<file path="config.mk">
export PLATFORM = sky130hd
export DESIGN_NAME = vslc_scan_sequencer
export DESIGN_NICKNAME = d
export VERILOG_FILES = /design/src/rtl/vslc_scan_sequencer.sv
export SDC_FILE = /design/constraint.sdc
export NUM_CORES = 1
export LEC_CHECK = 0
export CORE_ASPECT_RATIO = 1.25
export CORE_MARGIN = 4
export CORE_UTILIZATION = 44
export CTS_CLUSTER_DIAMETER = 100
export CTS_CLUSTER_SIZE = 25
export DETAILED_ROUTE_END_ITERATION = 16
export PLACE_DENSITY = 0.8
export SLEW_MARGIN = 0
export SYNTH_ARGS = -nofsm -noshare
export SYNTH_HDL_FRONTEND = slang
export SYNTH_SLANG_ARGS = --single-unit
export TNS_END_PERCENT = 5
</file>
<file path="constraint.sdc">
create_clock -name clk -period 1.6 [get_ports clk]
set_input_delay 0.24 -clock clk [delete_from_list [all_inputs] [get_ports clk]]
set_output_delay 0.24 -clock clk [all_outputs]
set_load 0.01 [all_outputs]
</file>
<file path="src/rtl/vslc_scan_sequencer.sv">
`default_nettype none
// ============================================================================
// Module   : vslc_scan_sequencer
// Purpose  : Scan-cycle controller for the VSLC stack executor. At each scan
//            start it snapshots the live inputs. It then fetches the program
//            one byte at a time over a req/ack handshake and issues each
//            instruction with a one-cycle strobe. A scan ends on END_OP or
//            after address PROG_LEN-1.
// Revision : 1.0 - initial release
//
// Optional : `define SCAN_WATCHDOG_EN to enable the per-scan cycle watchdog.
//            Without it, wdt_fault is constant 0 and no counter is built.
//
// Ports
//   clk, rst_n          clock (posedge), synchronous active-low reset
//   run, scan_tick      scan enable / one-cycle scan-start request
//   fault_clr           clears sticky overrun and wdt_fault
//   ui_in               live inputs, snapshotted at scan start
//   mem_req/addr/ack/data  program memory read handshake (ack may be same-cycle)
//   exec_instr, exec_instr_ready  instruction and issue strobe to executor
//   exec_ui_in, exec_ui_in_prev   current / previous scan input snapshots
//   busy                high in SNAP, FETCH and ISSUE
//   scan_done           one-cycle pulse on normal scan completion
//   overrun             sticky: scan start requested while a scan was active
//   wdt_fault           sticky: watchdog aborted a scan
// ============================================================================
module vslc_scan_sequencer #(
  parameter int         ADDR_W     = 8,
  parameter int         PROG_LEN   = 256,
  parameter logic [7:0] END_OP     = 8'hE0,
  parameter bit         FREE_RUN   = 1'b0,
  parameter int         WDT_CYCLES = 1024
) (
  input  logic              clk,
  input  logic              rst_n,
  input  logic              run,
  input  logic              scan_tick,
  input  logic              fault_clr,
  input  logic [7:0]        ui_in,
  output logic              mem_req,
  output logic [ADDR_W-1:0] mem_addr,
  input  logic              mem_ack,
  input  logic [7:0]        mem_data,
  output logic [7:0]        exec_instr,
  output logic              exec_instr_ready,
  output logic [7:0]        exec_ui_in,
  output logic [7:0]        exec_ui_in_prev,
  output logic              busy,
  output logic              scan_done,
  output logic              overrun,
  output logic              wdt_fault
);

  typedef enum logic [2:0] {
    ST_IDLE  = 3'd0,
    ST_SNAP  = 3'd1,
    ST_FETCH = 3'd2,
    ST_ISSUE = 3'd3,
    ST_DONE  = 3'd4
  } state_t;

  localparam logic [ADDR_W-1:0] LAST_ADDR = ADDR_W'(PROG_LEN - 1);

  state_t            state_q, state_d;
  logic [ADDR_W-1:0] pc_q, pc_d;
  logic [7:0]        exec_instr_q, exec_instr_d;
  logic [7:0]        exec_ui_in_q, exec_ui_in_d;
  logic [7:0]        exec_ui_in_prev_q, exec_ui_in_prev_d;
  logic              mem_req_q, mem_req_d;
  logic              exec_instr_ready_q, exec_instr_ready_d;
  logic              busy_q, busy_d;
  logic              scan_done_q, scan_done_d;
  logic              overrun_q, overrun_d;
  logic              wdt_fault_q, wdt_fault_d;
  logic              start;
  logic              abort;
  logic              wdt_limit;

`ifdef SCAN_WATCHDOG_EN
  localparam int               CNT_W    = $clog2(WDT_CYCLES + 1);
  localparam logic [CNT_W-1:0] WDT_LAST = CNT_W'(WDT_CYCLES - 1);

  // Counts busy cycles already elapsed in this scan. It is cleared as SNAP is
  // entered, so it reads 0 during SNAP. The WDT_CYCLES-th busy cycle is
  // therefore the one with count WDT_CYCLES-1, and the abort takes effect at
  // the end of that cycle.
  logic [CNT_W-1:0] wdt_cnt_q, wdt_cnt_d;

  assign wdt_limit = (wdt_cnt_q >= WDT_LAST);

  always_comb begin
    wdt_cnt_d = wdt_cnt_q;
    if (state_d == ST_SNAP) begin
      wdt_cnt_d = '0;
    end else if (busy_q && !wdt_limit) begin
      wdt_cnt_d = wdt_cnt_q + CNT_W'(1);
    end
  end
`else
  logic unused_wdt_cfg;
  assign wdt_limit      = 1'b0;
  assign unused_wdt_cfg = (WDT_CYCLES != 0);
`endif

  always_comb begin
    state_d           = state_q;
    pc_d              = pc_q;
    exec_instr_d      = exec_instr_q;
    exec_ui_in_d      = exec_ui_in_q;
    exec_ui_in_prev_d = exec_ui_in_prev_q;
    abort             = 1'b0;
    start             = run && (scan_tick || FREE_RUN);

    case (state_q)
      ST_IDLE: begin
        if (start) state_d = ST_SNAP;
      end
      ST_SNAP: begin
        exec_ui_in_prev_d = exec_ui_in_q;
        exec_ui_in_d      = ui_in;
        pc_d              = '0;
        state_d           = ST_FETCH;
      end
      ST_FETCH: begin
        // The watchdog takes priority over a coincident ack.
        if (wdt_limit) begin
          abort   = 1'b1;
          state_d = ST_IDLE;
        end else if (mem_ack) begin
          if (mem_data == END_OP) begin
            state_d = ST_DONE;
          end else begin
            exec_instr_d = mem_data;
            state_d      = ST_ISSUE;
          end
        end
      end
      ST_ISSUE: begin
        // The strobe for this cycle is already out; an abort here only
        // suppresses the next fetch.
        if (wdt_limit) begin
          abort   = 1'b1;
          state_d = ST_IDLE;
        end else if (pc_q == LAST_ADDR) begin
          state_d = ST_DONE;
        end else begin
          pc_d    = pc_q + ADDR_W'(1);
          state_d = ST_FETCH;
        end
      end
      ST_DONE: begin
        state_d = (FREE_RUN && run) ? ST_SNAP : ST_IDLE;
      end
      default: begin
        state_d = ST_IDLE;
      end
    endcase

    // Any start request outside IDLE is dropped and flagged. If a clear
    // arrives in the same cycle, the set wins.
    overrun_d = overrun_q;
    if (fault_clr) overrun_d = 1'b0;
    if (scan_tick && (state_q != ST_IDLE)) overrun_d = 1'b1;

    wdt_fault_d = wdt_fault_q;
    if (fault_clr) wdt_fault_d = 1'b0;
    if (abort)     wdt_fault_d = 1'b1;

    // Outputs are registered, so they are decoded from the next state.
    mem_req_d          = (state_d == ST_FETCH);
    exec_instr_ready_d = (state_d == ST_ISSUE);
    scan_done_d        = (state_d == ST_DONE);
    busy_d             = (state_d == ST_SNAP) || (state_d == ST_FETCH) ||
                         (state_d == ST_ISSUE);
  end

  always_ff @(posedge clk) begin
    if (!rst_n) begin
      state_q            <= ST_IDLE;
      pc_q               <= '0;
      exec_instr_q       <= '0;
      exec_ui_in_q       <= '0;
      exec_ui_in_prev_q  <= '0;
      mem_req_q          <= 1'b0;
      exec_instr_ready_q <= 1'b0;
      busy_q             <= 1'b0;
      scan_done_q        <= 1'b0;
      overrun_q          <= 1'b0;
      wdt_fault_q        <= 1'b0;
`ifdef SCAN_WATCHDOG_EN
      wdt_cnt_q          <= '0;
`endif
    end else begin
      state_q            <= state_d;
      pc_q               <= pc_d;
      exec_instr_q       <= exec_instr_d;
      exec_ui_in_q       <= exec_ui_in_d;
      exec_ui_in_prev_q  <= exec_ui_in_prev_d;
      mem_req_q          <= mem_req_d;
      exec_instr_ready_q <= exec_instr_ready_d;
      busy_q             <= busy_d;
      scan_done_q        <= scan_done_d;
      overrun_q          <= overrun_d;
      wdt_fault_q        <= wdt_fault_d;
`ifdef SCAN_WATCHDOG_EN
      wdt_cnt_q          <= wdt_cnt_d;
`endif
    end
  end

  assign mem_req          = mem_req_q;
  assign mem_addr         = pc_q;
  assign exec_instr       = exec_instr_q;
  assign exec_instr_ready = exec_instr_ready_q;
  assign exec_ui_in       = exec_ui_in_q;
  assign exec_ui_in_prev  = exec_ui_in_prev_q;
  assign busy             = busy_q;
  assign scan_done        = scan_done_q;
  assign overrun          = overrun_q;
  assign wdt_fault        = wdt_fault_q;

endmodule
`default_nettype wire
</file>
==> results.tsv <==
stage	metric	value	unit
synthesis	Seq/Total Area, Yosys	0.471	
critical_path	Setup crit end kind	primary output	
grt	total grt overflow	0	
cells_and_area	Post-Route Utilization	0.676	
critical_path	crit path DAT	1.32	ns
synthesis	Compound-Gate Fraction of Synth Area	0.165	
synthesis	number of synthesized flops with an enable pin	0	
sta	fin crit period	1.56	ns
critical_path	Req. time, crit path	1.36	ns
sta	Final setup viols	0	
grt	initial antenna violation count	0	
detailed_routing	via count	1578	
synthesis	synthesized instance count	188	
place	GP Congestion	0.803	
cts	CTS root buffer	clkbuf_8	
place	Port Buf Inserts	58	
detailed_routing	WL per Instance	13.3	um
critical_path	Worst Path Buf+Inv	1	
grt	GRT Util Overall	0.166	
grt	vias in the first global route	1473	
outcome	status	completed	
critical_path	reg-to-reg slack, setup	0.12	ns
synthesis	combinational family with the most area after synthesis	simple AND/OR/NAND/NOR gates	
cts	CTS H-tree depth	2	
grt	first-pass GRT wire length	6.60	mm
die	core area	3750	um2
synthesis	simple-gate share of the synthesized area	0.273	
cts	hold buffer count at CTS	0	
critical_path	Critical Path Source Type	flip-flop	
die	DIE WIDTH	63.6	um
sta	Setup TNS Final	0	ns
cells_and_area	area grow syn2layout	49.1	%
sta	fin crit share	0.976	
pwr	Leak	0.880	nW
detailed_routing	drt pass-1 iters	4	
synthesis	Yosys reg bits	40	
critical_path	maximum fanout along the worst path	7	
sta	final hold viol count	0	
place	DP Wirelength	3.01	mm
critical_path	worst setup path startpoint	mem_addr[2]	
cts	clock slew seen by the registers of the worst setup and hold paths	0.08	ns
sta	fmax	640	MHz
cells_and_area	Final nets	283	
synthesis	synth unique cells	43	
synthesis	Async SR Flop Fraction	0	
synthesis	Syn Area/Cell	9.05	um2
synthesis	XOR/XNOR Fraction of Synth Area	0.00515	
die	num rows	25	
sta	Clock Skews	0.00557	ns
critical_path	FF-to-FF path depth	5	
synthesis	Synth Warn #	0	
synthesis	adder-cell share of the synthesized area	0.00735	
pwr	power per cell area	842	nW/um2
detailed_routing	WL final	4.01	mm
cts	clock sink count	40	
pwr	Worst IR Drop VDD	728	uV
cts	Clock Tree Buf Depth	2	
critical_path	Top Family by Delay on Critical Path	buffers and inverters	
cells_and_area	share of post-route cells with drive strength above 1	0.134	
detailed_routing	via/cell ratio	5.24	
critical_path	CP max stage delay	0.59	ns
detailed_routing	Post-DRT Antenna Nets	0	
grt	largest net degree at the start of global routing	17	
synthesis	mux share of post-synthesis cell area	0.0471	
die	die height	77.5	um
sta	Slew Viols, Final	0	
job	max_cap viols	0	
detailed_routing	DRC viols	0	
die	initial core utilization	0.453	
critical_path	CP cell instances	clkdlybuf4s50_1	
critical_path	CP Class	flip-flop to primary output	
critical_path	critical path endpoint	mem_addr[2]	
hold_path	hold crit path type	flip-flop to flip-flop	
synthesis	ys flop type	dfxtp_1	
cells_and_area	n_diodes	0	
cts	CTS tree	built	
cts	total CTS buffers	5	
cts	Post-CTS Setup Bufs	0	
synthesis	Syn Nets	211	
cells_and_area	commonest non-fill, non-tap cells in the layout	clkdlybuf4s50_1, nand2_1, dfxtp_1	
critical_path	reg2reg end	busy	
cts	Worst-Skew Late Latency	0.28	ns
die	Die ar.	4930	um2
synthesis	Post-Syn Area	1700	um2
cells_and_area	leading cell type in the layout, fill and taps excluded	clkdlybuf4s50_1	
critical_path	Critical Path Stages	1	
die	# IOs	60	
cts	CTS resizes	0	
critical_path	Critical-path top delay cell	clkdlybuf4s50_1	
critical_path	FF-to-FF Start	mem_addr[1]	
detailed_routing	Iter 0 DRT Violations	44	
-- where the power goes --
| group | internal [mW] | leakage, nW | switching [mW] |
|---|---|---|---|
| sequential | 1.02 | 0.324 | 0.0176 |
| combinational | 0.139 | 0.494 | 0.0995 |
| clock | 0.510 | 0.0614 | 0.351 |
| total | 1.67 | 0.880 | 0.469 |
-- state kept, by name, summed over array words and instances, names as in the netlist, 3 cells and up --
signal and cells:
exec_instr 8, state_q 3, exec_ui_in 8, mem_addr 8
exec_ui_in_prev 8
-- routing by layer --
metal,part of all wire,global-route usage,vias to the layer above
li1,-,-,798
met1,0.42,0.198,732
met2,0.52,0.288,44
met3,0.048,0.0376,4
met4,0.011,0.0626,0
met5,0,0,-
-- kinds of logic (layout without fill, tap and decap cells) --
family,count (synthesis),count (layout)
other,1,1
muxes,8,8
adders and majority gates,1,1
DFF,40,40
buffers and inverters,10,83
xor gates and xnor gates,1,1
AOI/OAI and AO/OA,39,39
and+or+nand+nor,88,88
-- how the worst min path moves through the flow --
stage	start	to	slack [ns]	cells after the start
after floorplan	mem_ack	mem_req	0.34	1
after global placement	exec_ui_in_prev[5]	exec_ui_in_prev[5]	0.44	2
after detailed placement	exec_ui_in_prev[7]	exec_ui_in_prev[7]	0.44	2
after CTS	exec_ui_in_prev[7]	exec_ui_in_prev[7]	0.46	2
after global routing	exec_ui_in_prev[3]	exec_ui_in_prev[3]	0.48	2
final	exec_ui_in_prev[7]	exec_ui_in_prev[7]	0.45	2
-- Yosys cell counts, types with 2 or more instances --
master	count	area share
a211oi_1	2	0.0088
a21boi_1	18	0.079
a21oi_1	5	0.015
and2_1	2	0.0074
buf_2	2	0.0059
buf_4	3	0.013
clkbuf_1	4	0.0088
dfxtp_1	40	0.47
mux2i_1	8	0.047
nand2_1	39	0.086
nand2b_1	4	0.015
nand3_1	7	0.021
nand4_1	2	0.0074
nor2_1	5	0.011
nor2b_1	10	0.037
nor3_1	5	0.015
o21ai_0	2	0.0059
o22ai_1	2	0.0074
o31ai_1	2	0.0088
or2_1	2	0.0074
or3_1	2	0.0074
-- stage by stage --
step	hold slack [ns]	area, um2	cells	power, mW	setup slack, ns
2_1_floorplan	0.335	1700	188	1.16	0.233
3_3_place_gp	0.439	2400	293	1.29	-0.0700
4_1_cts	0.455	2530	301	2.16	0.00776
6_report	0.452	2540	301	2.14	0.0386
3_5_place_dp	0.444	2400	293	1.30	-0.139
5_1_grt	0.480	2540	301	2.22	-0.00803
-- worst min-delay path, stage by stage (launching register included) --
cell and delay (ns):
dfxtp_1 0.31, nand2_1 0.05, a21boi_1 0.05
-- final cells by class --
cell class                 count  area [um2]
inverter                       1        3.75
multi-input combinational    138         858
fill                         314        1220
tap                           40        50.0
sequential                    40         803
clock buffer                   6        82.6
timing repair buffer          74         701
clock inverter                 2        38.8
Note: power is estimated with default switching activity, not from simulation.
